File: config.mk
export PLATFORM = sky130hd
export DESIGN_NAME = bram_dual_port
export DESIGN_NICKNAME = d
export VERILOG_FILES = /design/src/rtl/bram_dual_port.sv
export SDC_FILE = /design/constraint.sdc
export NUM_CORES = 1
export LEC_CHECK = 0
export CORE_ASPECT_RATIO = 0.7
export CORE_MARGIN = 5
export CORE_UTILIZATION = 29
export DETAILED_ROUTE_END_ITERATION = 6
export HOLD_SLACK_MARGIN = 0.15
export PLACE_DENSITY_LB_ADDON = 0.1
export SYNTH_ARGS = -nofsm -noshare
export SYNTH_HDL_FRONTEND = slang
export SYNTH_SLANG_ARGS = --single-unit
File: constraint.sdc
create_clock -name clk -period 2.33 [get_ports clk]
set_input_delay 0.3495 -clock clk [delete_from_list [all_inputs] [get_ports clk]]
set_output_delay 0.3495 -clock clk [all_outputs]
set_load 0.01 [all_outputs]
File: src/rtl/bram_dual_port.sv
// bram_dual_port: 16 x 16-bit write port (A) read back as 64 x 4-bit nibbles (B), one clock.
// Define BRAM_DUAL_PORT_OUTPUT_REG_EN to add a second read register stage (2-cycle read latency).
module bram_dual_port #(
  parameter int INIT_ZERO = 1
) (
  input  logic        clk,
  input  logic        reset_n,
  input  logic        ena,
  input  logic        write_en,
  input  logic [3:0]  addra,
  input  logic [15:0] data_in,
  input  logic        enb,
  input  logic [5:0]  addrb,
  output logic [3:0]  data_out
);

  localparam logic [15:0] INIT_WORD = (INIT_ZERO != 0) ? 16'h0000 : 16'hxxxx;

  logic [15:0] mem [16] = '{default: INIT_WORD};
  logic [15:0] rd_word;
  logic [3:0]  rd_nibble [4];
  logic [3:0]  rd_data_reg;

  // Array contents survive reset; only the write itself is suppressed.
  always_ff @(posedge clk) begin
    if (reset_n && ena && write_en) begin
      mem[addra] <= data_in;
    end
  end

  assign rd_word = mem[addrb[5:2]];

  // Nibble 0 is the least-significant nibble of the word.
  for (genvar gi = 0; gi < 4; gi++) begin : g_nibble
    assign rd_nibble[gi] = rd_word[gi*4 +: 4];
  end

  // Reads sample the array before this edge's write lands, giving read-first collisions.
  always_ff @(posedge clk) begin
    if (!reset_n) begin
      rd_data_reg <= 4'h0;
    end else if (enb) begin
      rd_data_reg <= rd_nibble[addrb[1:0]];
    end
  end

`ifdef BRAM_DUAL_PORT_OUTPUT_REG_EN
  logic [3:0] out_data_reg;

  always_ff @(posedge clk) begin
    if (!reset_n) begin
      out_data_reg <= 4'h0;
    end else if (enb) begin
      out_data_reg <= rd_data_reg;
    end
  end

  assign data_out = out_data_reg;
`else
  assign data_out = rd_data_reg;
`endif

endmodule

==> flow_metrics.env <==
export IMPL_placement_setup_worst_slack_ns=-0.332
export IMPL_reg2reg_slack_ns=0.46
export IMPL_worst_setup_path_startpoint="addrb[5]"
export IMPL_final_setup_skew_ns=0.0180
export IMPL_power_net_switching_w=0.00206
export IMPL_critical_path_reg2reg_startpoint="mem[11][6]"
export IMPL_die_x_um=234
export IMPL_synthMostInstantiatedCell="edfxtp_1"
export IMPL_asyncSetResetFlopFracSynth_pct=0
export IMPL_clkLatencyLatePin_ns=0.54
export IMPL_clock_fmax_mhz=503
export IMPL_worst_endpoint_required_ns=2.79
export IMPL_power_density_nw_per_um2=790
export IMPL_synthToLayoutAreaGrowth_pct=22.4
export IMPL_hold_start="data_out[3]"
export IMPL_start_kind="input port"
export IMPL_number_of_global_route_vias_before_repair=5340
export IMPL_relative_slew_margins_pct=52.2
export IMPL_grt_overflow_total=0
export IMPL_post_cts_setup_buffer_count=0
export IMPL_die_area_um2=39100
export IMPL_multiInputGateArea_um2=2300
export IMPL_chipHeight_um=167
export IMPL_route_final_wire_length_mm=25.3
export IMPL_timing_critical_path_to_type="flop"
export IMPL_io_buffer_count=34
export IMPL_cts_tree="yes"
export IMPL_timing_final_ws_setup_ns=0.342
export IMPL_drt_first_pass_iters=4
export IMPL_worst_path_max_fanout=18
export IMPL_num_fill_cells=3221
export IMPL_clock_power_share_pct=41.6
export IMPL_r2r_cells=5
export IMPL_boundary_pins=35
export IMPL_leakage_nw=4.02
export IMPL_hold_viol=0
export IMPL_yosys_area_top_type_share_pct=75.4
export IMPL_detailed_place_area_um2=11600
export IMPL_clockBufferDepth=3
export IMPL_synth_seq_area_share_pct=76.2
export IMPL_grt_util_all_layers_pct=13.1
export IMPL_tritoncts_num_buffers=28
export IMPL_antenna_cells=0
export IMPL_power_internal_w=0.00780
export IMPL_placementRows=57
export IMPL_netlist_instances=488
export IMPL_whs_path_depth=2
export IMPL_ys_ff_latch=260
export IMPL_finalNetCount=610
export IMPL_cp_arrival_ns=2.45
export IMPL_layout_area_seq_um2=7770
export IMPL_synth_edff_count=256
export IMPL_yosysWarnings=0
export IMPL_h_tree_depth=1
export IMPL_first_iter_violations=366
export IMPL_final_period_minus_worst_setup_slack_ns=1.99
export IMPL_drcViolationCount=0
export IMPL_sw_frac_of_total_pct=20.9
export IMPL_share_comb_of_total_power_pct=5.8
export IMPL_routabilityCongestion=0.747
export IMPL_min_delay_worst_endpoint="data_out[3]"
export IMPL_power_share_sequential_pct=52.6
export IMPL_final_area_um2=12500
export IMPL_most_used_flip_flop_cell_after_synthesis="edfxtp_1"
export IMPL_ctsHoldBuffers=0
export IMPL_rr_endpoint="data_out[2]"
export IMPL_final_antenna_violating_net_count=0
export IMPL_dp_hpwl_mm=16.5
export IMPL_slew_violations=0
export IMPL_timing_final_crit_share_pct=85.3
export IMPL_global_route_wire_length_before_repair_mm=37.4
export IMPL_worst_setup_path_type="input port to flop"
export IMPL_detailroute_via_count=5038
export IMPL_post_drt_via_cell_ratio=4.70
export IMPL_grt_start_max_net_pins=24
export IMPL_cts_reportedPaths_clkPinSlew_ns=0.06
export IMPL_netlist_top_cells_area="edfxtp_1 (75%), mux4_2 (8.8%), mux2i_1 (3.1%)"
export IMPL_yosys_top_cells_count="edfxtp_1 (256), mux4_2 (40), mux2i_1 (32), nor2_1 (18), a22o_1 (12)"
export IMPL_ir_drop_mv=0.439
export IMPL_finalCoreUtilization_pct=35.9
export IMPL_synth_area_leader_cell="edfxtp_1"
export IMPL_nets_in_the_synthesized_netlist=519
export IMPL_post_cts_resize_count=0
export IMPL_antenna_found_initial=0
export IMPL_clock_sink_count=260
export IMPL_summed_instance_area_of_the_synthesized_netlist_um2=10200
export IMPL_routed_wire_length_per_instance_um=23.6
export IMPL_cts_root_buffer="clkbuf_16"
export IMPL_drive_above_1_share_pct=26.7
export IMPL_initial_utilization_pct=29.3
export IMPL_status="complete, no violations"
export IMPL_classification_of_the_worst_slack_hold_path="flop to flop"
export IMPL_synthesis_area_per_instance_um2=20.9
export IMPL_rsz0062_at_grt="no"
export IMPL_core_area_um2=34700
export IMPL_tightest_slew_ns=0.715
export IMPL_setup_violations=0
export IMPL_synthDistinctLibCells=37
export IMPL_maxCapViolCount=0
## registers in the layout, summed over array words and instances (netlist names)
signal	cells
mem	256
data_out	4
## power groups by stage
stage / combinational (W) / sequential (W) / clock [W]
2_1_floorplan: 0.000281 / 0.00528 / 0
3_3_place_gp: 0.000581 / 0.00529 / 0
3_5_place_dp: 0.000586 / 0.00529 / 0
4_1_cts: 0.000587 / 0.00519 / 0.00423
5_1_grt: 0.000622 / 0.00519 / 0.00443
6_report: 0.000571 / 0.00519 / 0.00410
## area by class of cell
class                   instances  area share, %
clock inverters                16          0.822
well taps                     472           4.73
inverters                       1         0.0301
repair buffers                 87           7.76
multi-input cells             201           18.4
flip-flops and latches        260           62.2
clock buffers                  35           6.00
## worst max path at each step
stage,to,cells after the start
2_1_floorplan,mem[3][0],4
3_3_place_gp,data_out[3],8
3_5_place_dp,data_out[3],8
4_1_cts,data_out[3],8
5_1_grt,data_out[3],8
6_report,data_out[3],8
## critical path, stage by stage
cell             delay, ns
clkdlybuf4s50_1       0.50
buf_12                0.18
nand2b_1              0.23
a211oi_1              0.08
buf_4                 0.15
o41ai_1               0.63
a211oi_1              0.12
o31ai_1               0.20
## through the flow
step,hold slack (ns),TNS [ns],total power (W),instances
after detailed placement,0.542,-1.34,0.00587,1021
after floorplan,0.448,0,0.00556,488
after CTS,0.543,0,0.0100,1072
after global placement,0.547,-0.412,0.00587,1021
after global routing,0.555,0,0.0102,1072
final,0.545,0,0.00986,1072
## routing by layer
layer / share of wire [%] / routed length (um) / vias to the layer above / global-route usage (%)
li1: - / - / 2229 / -
met1: 50 / 12600 / 2668 / 20.9
met2: 43 / 10800 / 105 / 18.6
met3: 5.6 / 1420 / 36 / 2.64
met4: 1.9 / 478 / 0 / 2.53
met5: 0 / 0 / - / 0
## placed cells by master (no fill, tap or decap), types with 5 or more instances in the layout
cell and instances:
nor2b_1 11, nor2_2 13, buf_12 19, nand3_1 6, a211oi_1 11, clkbuf_16 29
a22oi_1 8, edfxtp_1 256, clkinv_1 6, mux4_1 8, clkdlybuf4s50_1 32, buf_4 35
a22o_1 12, nor2_1 6, clkbuf_1 6, mux2i_1 32, nand3b_1 5, nand2_1 8
clkinv_2 7, mux4_2 40
## logic make-up after synthesis
logic type,synth area share [%]
flip-flops,76.2
multiplexers,14.0
AND/OR/NAND/NOR,3.06
AO/OA/AOI/OAI,4.91
buffers and inverters,1.79
(Power assumes the default switching activity.)
